**config.mk**
```make
export PLATFORM = sky130hd
export DESIGN_NAME = pwm_duty_decoder
export DESIGN_NICKNAME = d
export VERILOG_FILES = /design/src/rtl/pwm_duty_decoder.sv
export SDC_FILE = /design/constraint.sdc
export NUM_CORES = 1
export LEC_CHECK = 0
export CORE_ASPECT_RATIO = 1.2
export CORE_UTILIZATION = 64
export CTS_CLUSTER_DIAMETER = 200
export CTS_CLUSTER_SIZE = 30
export DETAILED_ROUTE_END_ITERATION = 8
export PLACE_DENSITY_LB_ADDON = 0.25
export RECOVER_POWER = 50
export SLEW_MARGIN = 5
export SYNTH_ARGS = -nofsm -noshare
export SYNTH_HDL_FRONTEND = slang
export SYNTH_SLANG_ARGS = --single-unit
```
**constraint.sdc**
```tcl
create_clock -name clk -period 7.4 [get_ports clk]
set_input_delay 0.74 -clock clk [delete_from_list [all_inputs] [get_ports clk]]
set_output_delay 0.74 -clock clk [all_outputs]
set_load 0.005 [all_outputs]
```
**src/rtl/pwm_duty_decoder.sv**
```systemverilog
// PWM duty-cycle decoder: measures high time and period of pwm_in and
// divides them into a W-bit duty code.
//
// Ports:
//   clk           system clock
//   rst           synchronous reset, active-high
//   pwm_in        asynchronous PWM input
//   duty          last decoded duty code
//   duty_valid    one-cycle pulse when duty/period/high_time update
//   period        last measured period in clk cycles
//   high_time     last measured high time in clk cycles
//   static_level  1 = last update came from a timeout, not from edges
//   overrun       sticky, set when a capture is dropped while dividing
module pwm_duty_decoder #(
    parameter int W       = 4,
    parameter int CNT_W   = 16,
    parameter int TIMEOUT = 1024
) (
    input  logic             clk,
    input  logic             rst,
    input  logic             pwm_in,
    output logic [W-1:0]     duty,
    output logic             duty_valid,
    output logic [CNT_W-1:0] period,
    output logic [CNT_W-1:0] high_time,
    output logic             static_level,
    output logic             overrun
);

    localparam int DW   = CNT_W + W;
    localparam int IT_W = $clog2(W + 1);

    localparam logic [CNT_W-1:0] CNT_MAX = '1;
    localparam logic [CNT_W-1:0] TMO     = CNT_W'(TIMEOUT);
    localparam logic [IT_W-1:0]  IT_LAST = IT_W'(W);

    typedef enum logic [1:0] {
        IDLE,
        DIV,
        DONE
    } state_t;

    state_t state;
    state_t state_nx;

    logic sync1;
    logic pwm_s;
    logic pwm_d;
    logic rise;

    logic [CNT_W-1:0] per_cnt;
    logic [CNT_W-1:0] hi_cnt;
    logic             armed;
    logic             tmo_hit;
    logic             tmo_pend;
    logic             tmo_lvl;
    logic             tmo_val;

    logic cap;
    logic drop;
    logic last_it;

    logic div_load;
    logic div_fin;
    logic div_step;
    logic tmo_apply;

    logic [DW-1:0]    rem_q;
    logic [DW-1:0]    dsh_q;
    logic [DW-1:0]    rem_nx;
    logic             ge;
    logic [W:0]       q_q;
    logic [W:0]       q_nx;
    logic [W-1:0]     q_sat;
    logic [IT_W-1:0]  it_q;
    logic [CNT_W-1:0] p_q;
    logic [CNT_W-1:0] h_q;

    // Input synchronizer plus one extra stage for edge detection.
    always_ff @(posedge clk) begin
        if (rst) begin
            sync1 <= 1'b0;
            pwm_s <= 1'b0;
            pwm_d <= 1'b0;
        end else begin
            sync1 <= pwm_in;
            pwm_s <= sync1;
            pwm_d <= pwm_s;
        end
    end

    assign rise    = pwm_s & ~pwm_d;
    assign tmo_hit = (per_cnt == TMO) && !rise;
    assign cap     = rise && armed;
    assign drop    = cap && (state != IDLE);
    assign last_it = (it_q == IT_LAST);

    // Counters restart at 1 on a rise so the rise cycle itself is counted.
    always_ff @(posedge clk) begin
        if (rst) begin
            per_cnt <= '0;
            hi_cnt  <= '0;
            armed   <= 1'b0;
        end else if (rise) begin
            per_cnt <= CNT_W'(1);
            hi_cnt  <= CNT_W'(1);
            armed   <= 1'b1;
        end else begin
            if (tmo_hit) begin
                per_cnt <= CNT_W'(1);
                armed   <= 1'b0;
            end else if (per_cnt != CNT_MAX) begin
                per_cnt <= per_cnt + CNT_W'(1);
            end
            if (pwm_s && (hi_cnt != CNT_MAX)) begin
                hi_cnt <= hi_cnt + CNT_W'(1);
            end
        end
    end

    // A timeout seen while dividing is held until the FSM is idle again,
    // so its update never lands on the same cycle as a division result.
    always_ff @(posedge clk) begin
        if (rst) begin
            tmo_pend <= 1'b0;
            tmo_lvl  <= 1'b0;
        end else if (tmo_apply) begin
            tmo_pend <= 1'b0;
        end else if (tmo_hit) begin
            tmo_pend <= 1'b1;
            tmo_lvl  <= pwm_s;
        end
    end

    assign tmo_val = tmo_pend ? tmo_lvl : pwm_s;

    always_ff @(posedge clk) begin
        if (rst) begin
            state <= IDLE;
        end else begin
            state <= state_nx;
        end
    end

    always_comb begin
        state_nx = state;
        unique case (state)
            IDLE:    if (cap) state_nx = DIV;
            DIV:     if (last_it) state_nx = DONE;
            DONE:    state_nx = IDLE;
            default: state_nx = IDLE;
        endcase
    end

    always_comb begin
        div_load  = 1'b0;
        div_step  = 1'b0;
        div_fin   = 1'b0;
        tmo_apply = 1'b0;
        unique case (state)
            IDLE: begin
                div_load  = cap;
                tmo_apply = tmo_hit || tmo_pend;
            end
            DIV: begin
                div_step = 1'b1;
                div_fin  = last_it;
            end
            default: ;
        endcase
    end

    // Restoring divider: the shifted divisor starts at P<<W and walks
    // down one bit per cycle, giving W+1 quotient bits MSB first.
    assign ge     = (rem_q >= dsh_q);
    assign rem_nx = ge ? (rem_q - dsh_q) : rem_q;
    assign q_nx   = {q_q[W-1:0], ge};
    assign q_sat  = q_nx[W] ? '1 : q_nx[W-1:0];

    always_ff @(posedge clk) begin
        if (rst) begin
            rem_q <= '0;
            dsh_q <= '0;
            q_q   <= '0;
            it_q  <= '0;
            p_q   <= '0;
            h_q   <= '0;
        end else if (div_load) begin
            rem_q <= {hi_cnt, {W{1'b0}}};
            dsh_q <= {per_cnt, {W{1'b0}}};
            q_q   <= '0;
            it_q  <= '0;
            p_q   <= per_cnt;
            h_q   <= hi_cnt;
        end else if (div_step) begin
            rem_q <= rem_nx;
            dsh_q <= dsh_q >> 1;
            q_q   <= q_nx;
            it_q  <= it_q + IT_W'(1);
        end
    end

    always_ff @(posedge clk) begin
        if (rst) begin
            duty         <= '0;
            duty_valid   <= 1'b0;
            period       <= '0;
            high_time    <= '0;
            static_level <= 1'b0;
            overrun      <= 1'b0;
        end else begin
            duty_valid <= 1'b0;
            if (div_fin) begin
                duty         <= q_sat;
                period       <= p_q;
                high_time    <= h_q;
                static_level <= 1'b0;
                duty_valid   <= 1'b1;
            end else if (tmo_apply) begin
                duty         <= tmo_val ? '1 : '0;
                period       <= '0;
                high_time    <= '0;
                static_level <= 1'b1;
                duty_valid   <= 1'b1;
            end
            if (drop) begin
                overrun <= 1'b1;
            end
        end
    end

endmodule

```
==> impl_metrics.toml <==
[cells_and_area]
final_common_cell = "dfxtp_1"
nFillCells = 744
multi_input_area_sq_um = 3510
stdcell_count = 984
layout-drive-gt1-share_pct = 5.26
area_growth_pct = 14.8
nets = 871
regArea_sq_um = 3160
final_util_pct = 76.0
final_cell_mix = "158 x dfxtp_1, 141 x nand2_1, 81 x a21oi_1"
diodes = 0

[synth]
ys_ff_latch = 158
synth_area_leaders = "dfxtp_1 45%, nand2_1 7.5%, a21oi_1 5.8%"
ys.flop_type = "dfxtp_1"
synth_top_area_share_pct = 45.0
synth_enable_flop_cells = 0
async_flop_share_pct = 0
syn_inst = 824
yosysWarnings = 0
syn_area_per_cell_sq_um = 8.54
ys_types = 60
seq_area_frac_synth_pct = 45.0
synth_area_sq_um = 7040
yosysTopAreaCell = "dfxtp_1"
syn-num-nets = 853

[status]
violations = "DRC, capacitance limit, slew limit"
status = "finished, violations left"

[worst_setup_path]
path_class = "flip-flop to flip-flop"
end_kind = "flip-flop"
worstSetupStartpoint = "pwm_s"
r2r_slack_ps = 3590
cp.required_ps = 7670
reg2reg_to = "it_q[2]"
r2r_cells = 5
startpoint_type = "flip-flop"
endpoint = "it_q[2]"
worstPathArrival_ps = 4080
crit_fanout = 50
r2r_start = "pwm_s"

[routing]
drc_errors = 4
ant_nets = 0
first_pass_iters = 7
wl_um = 17300
drtIter0Drc = 484
avgViaCountPerCell = 6.18
dr_total_vias = 6080
wl_per_cell_um = 17.5

[die]
num_rows = 41
initial_utilization_pct = 66.3
die_area_sq_um = 11400
die_h_um = 117
pin_count = 42
fp.coreArea_sq_um = 10600
die_x_um = 97.7

[clocking]
clk_path_buf_depth = 2
cts_resized = 0
postCtsSetupRepairBufs = 0
cts_tree = "built"
cts.sinks = 158
cts_made_buffers = 17
hold_buffers = 0
clk_pin_slew_ps = 70
cts-root-buf = "clkbuf_16"
cts_max_level = 4
insertion_delay_ps = 430

[grt]
grt_usage_pct = 31.0
grt_pass1_vias = 5806
grt_pass1_wl_um = 27900
antenna_found_initial = 0
grt_max_degree = 80
grt_overflow = 0

[sta]
setup_viol = 0
fin_crit_sh_pct = 51.5
worst_pin_slew_ps = 2060
fin_crit_ps = 3810
rsz0062_at_grt = "false"
finalHoldViolCount = 0
relSlewSlack_pct = -37.4
timing.final.max_slew_violations = 85
worst_slack_ps = 3590
max_freq_ghz = 0.262
setup_tns_ps = 0
finalClockSkew_ps = 8.10

[power]
cellPowerDensity_nw_per_um2 = 230
leakagePower_nw = 3.07
irDropWorstVdd_mv = 0.165

[worst_hold_path]
hold_class = "flip-flop to flip-flop"

[placed_design]
hpwl_um = 11300
port_buffers = 41
dp.cells = 952
finalWeightedCongestion = 0.925
pre_cts_ws_ps = 4270

[run]
maxCapViolCount = 2
## sequential cells by signal, indices dropped and copies added, names as in the netlist, 16 cells and up
register and count:
per_cnt 16, rem_q 20, hi_cnt 16, p_q 16
h_q 16, period 16, dsh_q 20, high_time 16
## cell usage after synthesis, types with 2 or more instances
master and instances:
dfxtp_1 158, nand2_1 141, a21oi_1 81, nor2_1 57, inv_1 39, a22o_1 32
a31oi_1 31, clkbuf_1 31, ha_1 25, nand3_1 24, xor2_1 19, xnor2_1 18
o21ai_0 17, nand4_1 14, buf_2 12, a21o_1 8, and3_1 8, nand2b_1 8
nor3_1 7, o21a_1 7, and2_1 6, and4_1 6, mux2i_1 6, or3_1 5
a211oi_1 4, nor2b_1 4, o21bai_1 4, a41oi_1 3, nand3b_1 3, nor4_1 3
nor4b_1 3, o2bb2ai_1 3, o311a_1 3, o31ai_1 3, a211oi_2 2, a311oi_1 2
buf_1 2, nand4b_1 2, nor3b_1 2
## final cells by class
type	instances	area share (%)
Tap cell	129	2.00
Timing Repair Buffer	46	5.39
Clock inverter	14	2.77
Clock buffer	18	5.31
Sequential cell	158	39.2
Multi-Input combinational cell	579	43.5
Inverter	40	1.86
## where the power goes
group / total, W / leakage [nW] / switching [W] / internal, W
Clock: 0.000961 / 0.316 / 0.000381 / 0.000581
Sequential: 0.000857 / 1.27 / 0.00000376 / 0.000853
Combinational: 0.0000375 / 1.48 / 0.0000276 / 0.00000992
## worst min-delay path by stage
| stage | cells after the start | slack [ps] | from | endpoint |
|---|---|---|---|---|
| 2_1_floorplan | 1 | 410 | sync1 | pwm_s |
| 3_3_place_gp | 1 | 420 | sync1 | pwm_s |
| 3_5_place_dp | 1 | 430 | sync1 | pwm_s |
| 4_1_cts | 1 | 440 | sync1 | pwm_s |
| 5_1_grt | 2 | 470 | p_q[4] | p_q[4] |
| 6_report | 1 | 440 | sync1 | pwm_s |
## stage by stage
step | total power, W | instance area, sq um | hold slack (ps)
5_1_grt | 0.00190 | 8080 | 473
2_1_floorplan | 0.000904 | 7040 | 414
3_3_place_gp | 0.000911 | 7450 | 424
3_5_place_dp | 0.000912 | 7450 | 427
4_1_cts | 0.00186 | 8110 | 439
6_report | 0.00186 | 8080 | 437
## logic make-up after synthesis
| logic type | count (synthesis) | synth area share [%] |
|---|---|---|
| flops | 158 | 45.0 |
| xor+xnor | 37 | 4.61 |
| simple gates | 299 | 19.8 |
| buf+inv | 87 | 5.02 |
| compound gates | 211 | 20.0 |
| fa+ha+maj | 26 | 4.73 |
| mux | 6 | 0.854 |
## worst max-delay path, stage by stage (launching register included)
cell and delay [ps]:
dfxtp_1 420, inv_1 170, nor2_1 290, nand3_1 1440, nand2_1 1170, nor2_1 150
## layer usage
layer / GRT usage (%) / wire length (um)
met1: 36.2 / 6970
met2: 54.0 / 8530
met3: 7.13 / 1050
met4: 15.7 / 698
met5: 0 / 0
Note: power is estimated with default switching activity, not from simulation.
